===== config.mk =====
export PLATFORM = sky130hd
export DESIGN_NAME = fetch_stage
export DESIGN_NICKNAME = d
export VERILOG_FILES = /design/src/rtl/fetch_stage.sv
export SDC_FILE = /design/constraint.sdc
export NUM_CORES = 1
export LEC_CHECK = 0
export ABC_AREA = 1
export ABC_CLOCK_PERIOD_IN_PS = 4700
export CAP_MARGIN = 20
export CORE_MARGIN = 1.5
export CORE_UTILIZATION = 30
export CTS_BUF_LIST = sky130_fd_sc_hd__clkbuf_4 sky130_fd_sc_hd__clkbuf_8 sky130_fd_sc_hd__clkbuf_16
export DETAILED_ROUTE_END_ITERATION = 6
export DONT_BUFFER_PORTS = 1
export GPL_TIMING_DRIVEN = 0
export SLEW_MARGIN = 20
export SYNTH_ARGS = -nofsm -noshare
export SYNTH_HDL_FRONTEND = slang
export SYNTH_SLANG_ARGS = --single-unit

===== constraint.sdc =====
create_clock -name clk -period 4.7 [get_ports clk]
set_input_delay 0.47 -clock clk [delete_from_list [all_inputs] [get_ports clk]]
set_output_delay 0.47 -clock clk [all_outputs]
set_load 0.02 [all_outputs]

===== src/rtl/fetch_stage.sv =====
// Instruction fetch stage with IF/ID pipeline register: owns the architectural PC,
// talks req/ready to a variable-latency instruction memory and feeds decode.
module fetch_stage #(
  parameter logic [15:0] RESET_PC  = 16'h0000,
  parameter logic [15:0] NOP_INSTR = 16'h0800
) (
  input  logic        clk,
  input  logic        rst,
  input  logic        stall,
  input  logic        redirect,
  input  logic [15:0] redirectPC,
  output logic        imemReq,
  output logic [15:0] imemAddr,
  input  logic        imemReady,
  input  logic [15:0] imemData,
  output logic [15:0] instr,
  output logic [15:0] PC,
  output logic        valid,
  output logic        halted,
  output logic        err,
  output logic [2:0]  dbg_state
);

  // Memory handshake: imemReq is held with a stable imemAddr until a cycle in which
  // imemReady is high; that cycle's imemData is the response and the request is retired.
  typedef enum logic [2:0] {
    S_FETCH   = 3'd0,
    S_WAIT    = 3'd1,
    S_HOLD    = 3'd2,
    S_DISCARD = 3'd3,
    S_HALTED  = 3'd4
  } state_t;

  state_t      state_q, state_d;
  logic [15:0] pc_reg_q, pc_reg_d;
  logic [15:0] instr_q, instr_d;
  logic [15:0] if_pc_q, if_pc_d;
  logic        valid_q, valid_d;
  logic [15:0] skid_q, skid_d;
  logic        err_q, err_d;
  logic        req_out;

  function automatic logic is_halt(input logic [15:0] ins);
    return ins[15:11] == 5'b00000;
  endfunction

  assign req_out = (state_q == S_FETCH) || (state_q == S_WAIT);

  always_comb begin
    state_d  = state_q;
    pc_reg_d = pc_reg_q;
    instr_d  = instr_q;
    if_pc_d  = if_pc_q;
    valid_d  = valid_q;
    skid_d   = skid_q;
    err_d    = err_q;
    if (redirect) begin
      pc_reg_d = redirectPC;
      instr_d  = NOP_INSTR;
      valid_d  = 1'b0;
      skid_d   = NOP_INSTR;
      err_d    = err_q | redirectPC[0];
      // A still-pending request must have its wrong-path response absorbed first.
      if ((req_out || state_q == S_DISCARD) && !imemReady) state_d = S_DISCARD;
      else state_d = S_FETCH;
    end else begin
      case (state_q)
        S_FETCH, S_WAIT: begin
          if (imemReady) begin
            pc_reg_d = pc_reg_q + 16'd2;
            if (stall) begin
              skid_d  = imemData;
              state_d = S_HOLD;
            end else begin
              instr_d = imemData;
              if_pc_d = pc_reg_q + 16'd2;
              valid_d = 1'b1;
              state_d = is_halt(imemData) ? S_HALTED : S_FETCH;
            end
          end else begin
            state_d = S_WAIT;
            if (!stall) begin
              instr_d = NOP_INSTR;
              valid_d = 1'b0;
            end
          end
        end
        S_HOLD: begin
          // pc_reg already advanced past the skid entry, so it is that entry's PC+2.
          if (!stall) begin
            instr_d = skid_q;
            if_pc_d = pc_reg_q;
            valid_d = 1'b1;
            state_d = is_halt(skid_q) ? S_HALTED : S_FETCH;
          end
        end
        S_DISCARD: begin
          if (imemReady) state_d = S_FETCH;
          if (!stall) begin
            instr_d = NOP_INSTR;
            valid_d = 1'b0;
          end
        end
        S_HALTED: begin
          if (!stall) begin
            instr_d = NOP_INSTR;
            valid_d = 1'b0;
          end
        end
        default: state_d = S_FETCH;
      endcase
    end
  end

  always_ff @(posedge clk or posedge rst) begin
    if (rst) begin
      state_q  <= S_FETCH;
      pc_reg_q <= RESET_PC;
      instr_q  <= NOP_INSTR;
      if_pc_q  <= 16'h0000;
      valid_q  <= 1'b0;
      skid_q   <= NOP_INSTR;
      err_q    <= 1'b0;
    end else begin
      state_q  <= state_d;
      pc_reg_q <= pc_reg_d;
      instr_q  <= instr_d;
      if_pc_q  <= if_pc_d;
      valid_q  <= valid_d;
      skid_q   <= skid_d;
      err_q    <= err_d;
    end
  end

  assign imemReq   = req_out;
  assign imemAddr  = pc_reg_q;
  assign instr     = instr_q;
  assign PC        = if_pc_q;
  assign valid     = valid_q;
  assign halted    = (state_q == S_HALTED);
  assign err       = err_q;
  assign dbg_state = state_q;

endmodule


# Word-level counts from Yosys, hierarchy flattened
# Index checks and enable logic that the tools add are counted.
# totals
ff_bits	69
latchBits	0
mem_bits_rw	0
romBits	0
inputBits	37
memories	0
# op_classes
add_sub_neg	1
multipliers	0
div_mod_pow	0
magnitude_cmp	0
eq_ne	11
shift	0
n_mux	31
bitwise	2
n_reduce_logical	19
# ops
operator	n
$mux 16	15
$pmux 16 s3	1
$pmux 16 s2	1
$mux 3	7
$add 16x2->16 const B	1
$pmux 3 s4	1
$logic_not 5->1	2
$reduce_and 3->1	3
$ne 2x2->1 const B	4
$reduce_bool 2->1	4
$eq 3x2->1 const B	2
$ne 3x3->1 const B	2
$reduce_and 5->1	1
$mux 1	4
$ne 4x4->1 const B	1
$reduce_bool 4->1	1
$reduce_or 2->1	2
$eq 3x1->1 const B	1
$eq 3x3->1 const B	1
$logic_not 3->1	1
$pmux 1 s3	1
$logic_or 1x1->1	2
$mux 2	1
$reduce_and 2->1	1
4 further kinds	4

# Logic depth before layout (Yosys ltp)
# depth
word_depth	6
ltp_mapped	10

# Worst setup path before layout
# Ideal clock, no wire load.
# synth_timing
path_kind	register to register
startpoint	register state_q[1] (netlist: dbg_state[1])
endpoint	register skid_q[0]
setup_time_ns	0.121
arrival_time_ns	1.501
slack_ns	3.078
path_stages_with_launch	7
n_path_buf	1
synth_period_minus_slack_ns	1.622
cell_sequence	dfrtp_1 nor2_2 nand3_2 nand2_1 inv_2 buf_2 a22o_1
# synth_via
elab_chain_cells	4
# synth_rtl
element	line_no	source
start: declaration	34	state_t state_q, state_d;
start signal: assignment	125	state_q <= state_d;
$eq 3x1->1 or $logic_not 3->1 (tied branches)	67	case (state_q)
$reduce_or 2->1 *	67	
$reduce_bool 2->1 (no source line) *	n/a	
$reduce_and 3->1 (no source line) *	n/a	
end signal: assignment	130	skid_q <= skid_d;
end: declaration	39	logic [15:0] skid_q, skid_d;
# Every way passes the cells marked *; elsewhere a longest branch is shown, timed or not.
# A chain may end at the register's enable or synchronous reset.

# Final worst setup path
# layout_timing
startpoint	register state_q[1] (netlist: dbg_state[1])
endpoint	register pc_reg_q[1] (netlist: imemAddr[1])
# layout_via
elab_chain_cells	4
# layout_rtl
element	line_no	source
$eq 3x1->1 or $logic_not 3->1 (tied branches)	67	
$reduce_or 2->1 *	67	
$reduce_bool 2->1 (no source line) *	n/a	
$reduce_and 2->1 (no source line) *	n/a	
end signal: assignment	126	pc_reg_q <= pc_reg_d;
end: declaration	35	logic [15:0] pc_reg_q, pc_reg_d;
# Marked as above.

==> out/metrics.csv <==
metric,value,unit
switching_share,0.354,
holdWs,0.202,ns
status,completed,
cts_sinks,69,
drc,0,
synthAdderAreaFrac,0.00310,
drt_iter0_markers,341,
initial_utilization,0.306,
synth_compound_area_frac,0.104,
die-area,0.0141,mm²
syn_area_per_cell,7.14,µm²
nets,616,
grt_overflow,0,
path_delay_family,simple AND/OR/NAND/NOR gates,
drv_slew,0,
synth_mux_area_frac,0,
netlist_area,0.00403,mm²
cap_viol_max_count,0,
ys_seq_area_frac,0.429,
rows,42,
crit_path_start_kind,flop,
max-slew-margin-rel,0.569,
die_y,119,µm
critical_path_arrival,2.32,ns
synth_warnings,0,
power_frac_comb,0.178,
tightestPinTransition,0.647,ns
power.leakage,2.41,nW
max_stage_delay,0.56,ns
period_minus_slack,2.12,ns
clock-root-buffer,clkbuf_16,
final_hold_viol_count,0,
cts_buffer_depth,2,
synth_cells,565,
ys_types,33,
place_congestion,0.882,
irDropWorstVdd,0.173,mV
clk_pin_slew,0.05,ns
die_w,119,µm
clkLatencyLatePin,0.34,ns
ys_ff_latch,69,
syn2layout_area_growth,13.6,%
clock_skew,0.0104,ns
p_clk_frac,0.357,
timing.fmax,472,MHz
grt_pass1_wl,20300,µm
switchingPower,675,µW
num_vias,3937,
rsz0062_at_grt,false,
cts_buffers,9,
seq_power_share,0.466,
cts_tree,yes,
setup-violations-final,0,
cp_cell_sequence,"nor2_2, nand2_1, nand2_1, clkinv_1, nand2_1, o211ai_1",
grt_pass1_vias,3865,
end_kind,flop,
fin_setup_tns,0,ns
synth-simple-area-share,0.372,
min_path_type,input pin to flop,
wl,12700,µm
dp_hpwl,9030,µm
io_pins,92,
htree_levels,3,
synth_top_family_by_area,simple AND/OR/NAND/NOR gates,
fin_crit_sh,0.451,
port_buffers,0,
antenna_found_initial,0,
critPathKind,flop to flop,
p_int,1.23,mW
grt_max_degree,46,
num_antenna_cells,0,
synth_xor_area_frac,0.0109,
drtAntennaViolNets,0,
core,0.0132,mm²
crit_required,4.91,ns
routed_via_density,5.20,
path_max_fanout,10,
drive_above_1_share,0.102,
drtPass1Iterations,5,
critPathBufInv,1,
worst_path_most_repeated_cell,nand2_1,
slowest_stage,dfrtp_1,
pwr_density_cell,416,mW/mm²
syn-num-nets,603,
wire_per_inst,16.7,µm
grt_usage,0.185,
[worst reg2reg max path, cell delays in order (launching register included)]
cell,delay [ns]
dfrtp_1,0.56
nor2_2,0.46
nand2_1,0.16
nand2_1,0.22
clkinv_1,0.35
nand2_1,0.14
o211ai_1,0.09
[cell families (layout without fill, tap and decap cells)]
kind of cell / count (synthesis) / in the layout
DFF: 69 / 69
xor gates and xnor gates: 5 / 5
adders and majority gates: 1 / 1
buffers and inverters: 75 / 91
AOI/OAI and AO/OA: 67 / 67
and+or+nand+nor: 348 / 348
[sequential cells by signal, summed over array words and instances, names as in the netlist]
register,flops
dbg_state,3
PC,16
imemAddr,16
instr,16
valid,1
err,1
skid_q,16
[Yosys cell counts]
master    count  area (µm²)
a21oi_1      17        85.1
a22o_1       14         123
a41oi_1       1        8.76
buf_2         9        45.0
buf_4         3        22.5
buf_6         3        33.8
clkbuf_1      7        26.3
clkinv_1      2        7.51
dfrtp_1      67        1680
dfstp_2       2        52.6
ha_1          1        12.5
inv_1        44         165
inv_2         6        22.5
inv_4         1        6.26
nand2_1     232         871
nand2_2       2        12.5
nand2_4       4        45.0
nand3_1      62         310
nand3_2       2        20.0
nand3_4       1        17.5
nand4_1       7        43.8
nor2_1       27         101
nor2_2        5        31.3
nor2_8        1        20.0
nor3_1        3        15.0
o211ai_1      5        37.5
o21ai_0      24         120
o21ai_1       1        5.00
o21ai_2       2        17.5
o21bai_1      2        15.0
o22ai_1       1        6.26
or2_2         2        12.5
xor2_1        5        43.8
[path summary, 6_finish.rpt]
kind,endpoint,cells after the start,slack (ns),startpoint
max in group asynchronous,instr[11],3,3.51,rst
setup reg to reg,imemAddr[1],6,2.58,dbg_state[1]
min in group asynchronous,PC[5],2,0.59,rst
hold / removal,dbg_state[0],1,0.20,imemReady
hold reg to reg,skid_q[6],1,0.50,skid_q[6]
setup / recovery,imemAddr[1],6,2.58,dbg_state[1]
[per-stage QoR]
stage	cell area [µm²]	setup slack [ns]	power, mW	std cells	util
6_report	4580	2.58	1.91	757	0.347
5_1_grt	4580	2.41	2.01	757	0.347
4_1_cts	4580	2.58	1.93	757	0.347
3_5_place_dp	4280	2.60	1.23	742	0.325
3_3_place_gp	4250	1.63	1.22	741	0.322
2_1_floorplan	4030	2.49	1.13	565	-
[per-layer routing]
layer | global-route usage | share of wire | vias to the layer above
met5 | 0 | 0 | -
met2 | 0.295 | 0.46 | 212
li1 | - | - | 1843
met4 | 0.0655 | 0.015 | 0
met3 | 0.0766 | 0.11 | 20
met1 | 0.223 | 0.42 | 1862
[placed cells by master, fill, tap and decap left out, drive strengths merged]
cell	Yosys	layout
inv	51	51
nand3	65	65
a22o	14	14
dfstp	2	2
buf	15	16
nand2	238	238
dfrtp	67	67
clkinv	2	3
nor3	3	3
bufinv	0	1
a41oi	1	1
dlygate4sd3	0	1
o211ai	5	5
or2	2	2
o21ai	27	27
a21oi	17	17
nand4	7	7
ha	1	1
o22ai	1	1
xor2	5	5
nor2	33	33
clkbuf	7	19
o21bai	2	2
[layout make-up]
class	count	area [µm²]
clock inverter	2	35.0
inverter	53	204
tap	176	220
buffer	22	128
fill	1399	8610
clock buffer	12	254
multi-input combinational	421	1970
sequential	69	1730
timing repair buffer	2	37.5
[repair_timing]
item | CTS | global route
resized for setup | 0 | 0
buffers inserted | 0 | 0
hold endpoints to repair | 24 | 0
hold buffers | 1 | 0
[power groups by stage]
stage	sequential [mW]	clock [mW]	combinational [mW]
floorplan	0.868	0	0.258
global placement	0.895	0	0.321
detailed placement	0.900	0	0.334
CTS	0.891	0.697	0.338
global route	0.902	0.719	0.390
finish	0.888	0.681	0.339
Note: power is estimated with default switching activity, not from simulation.
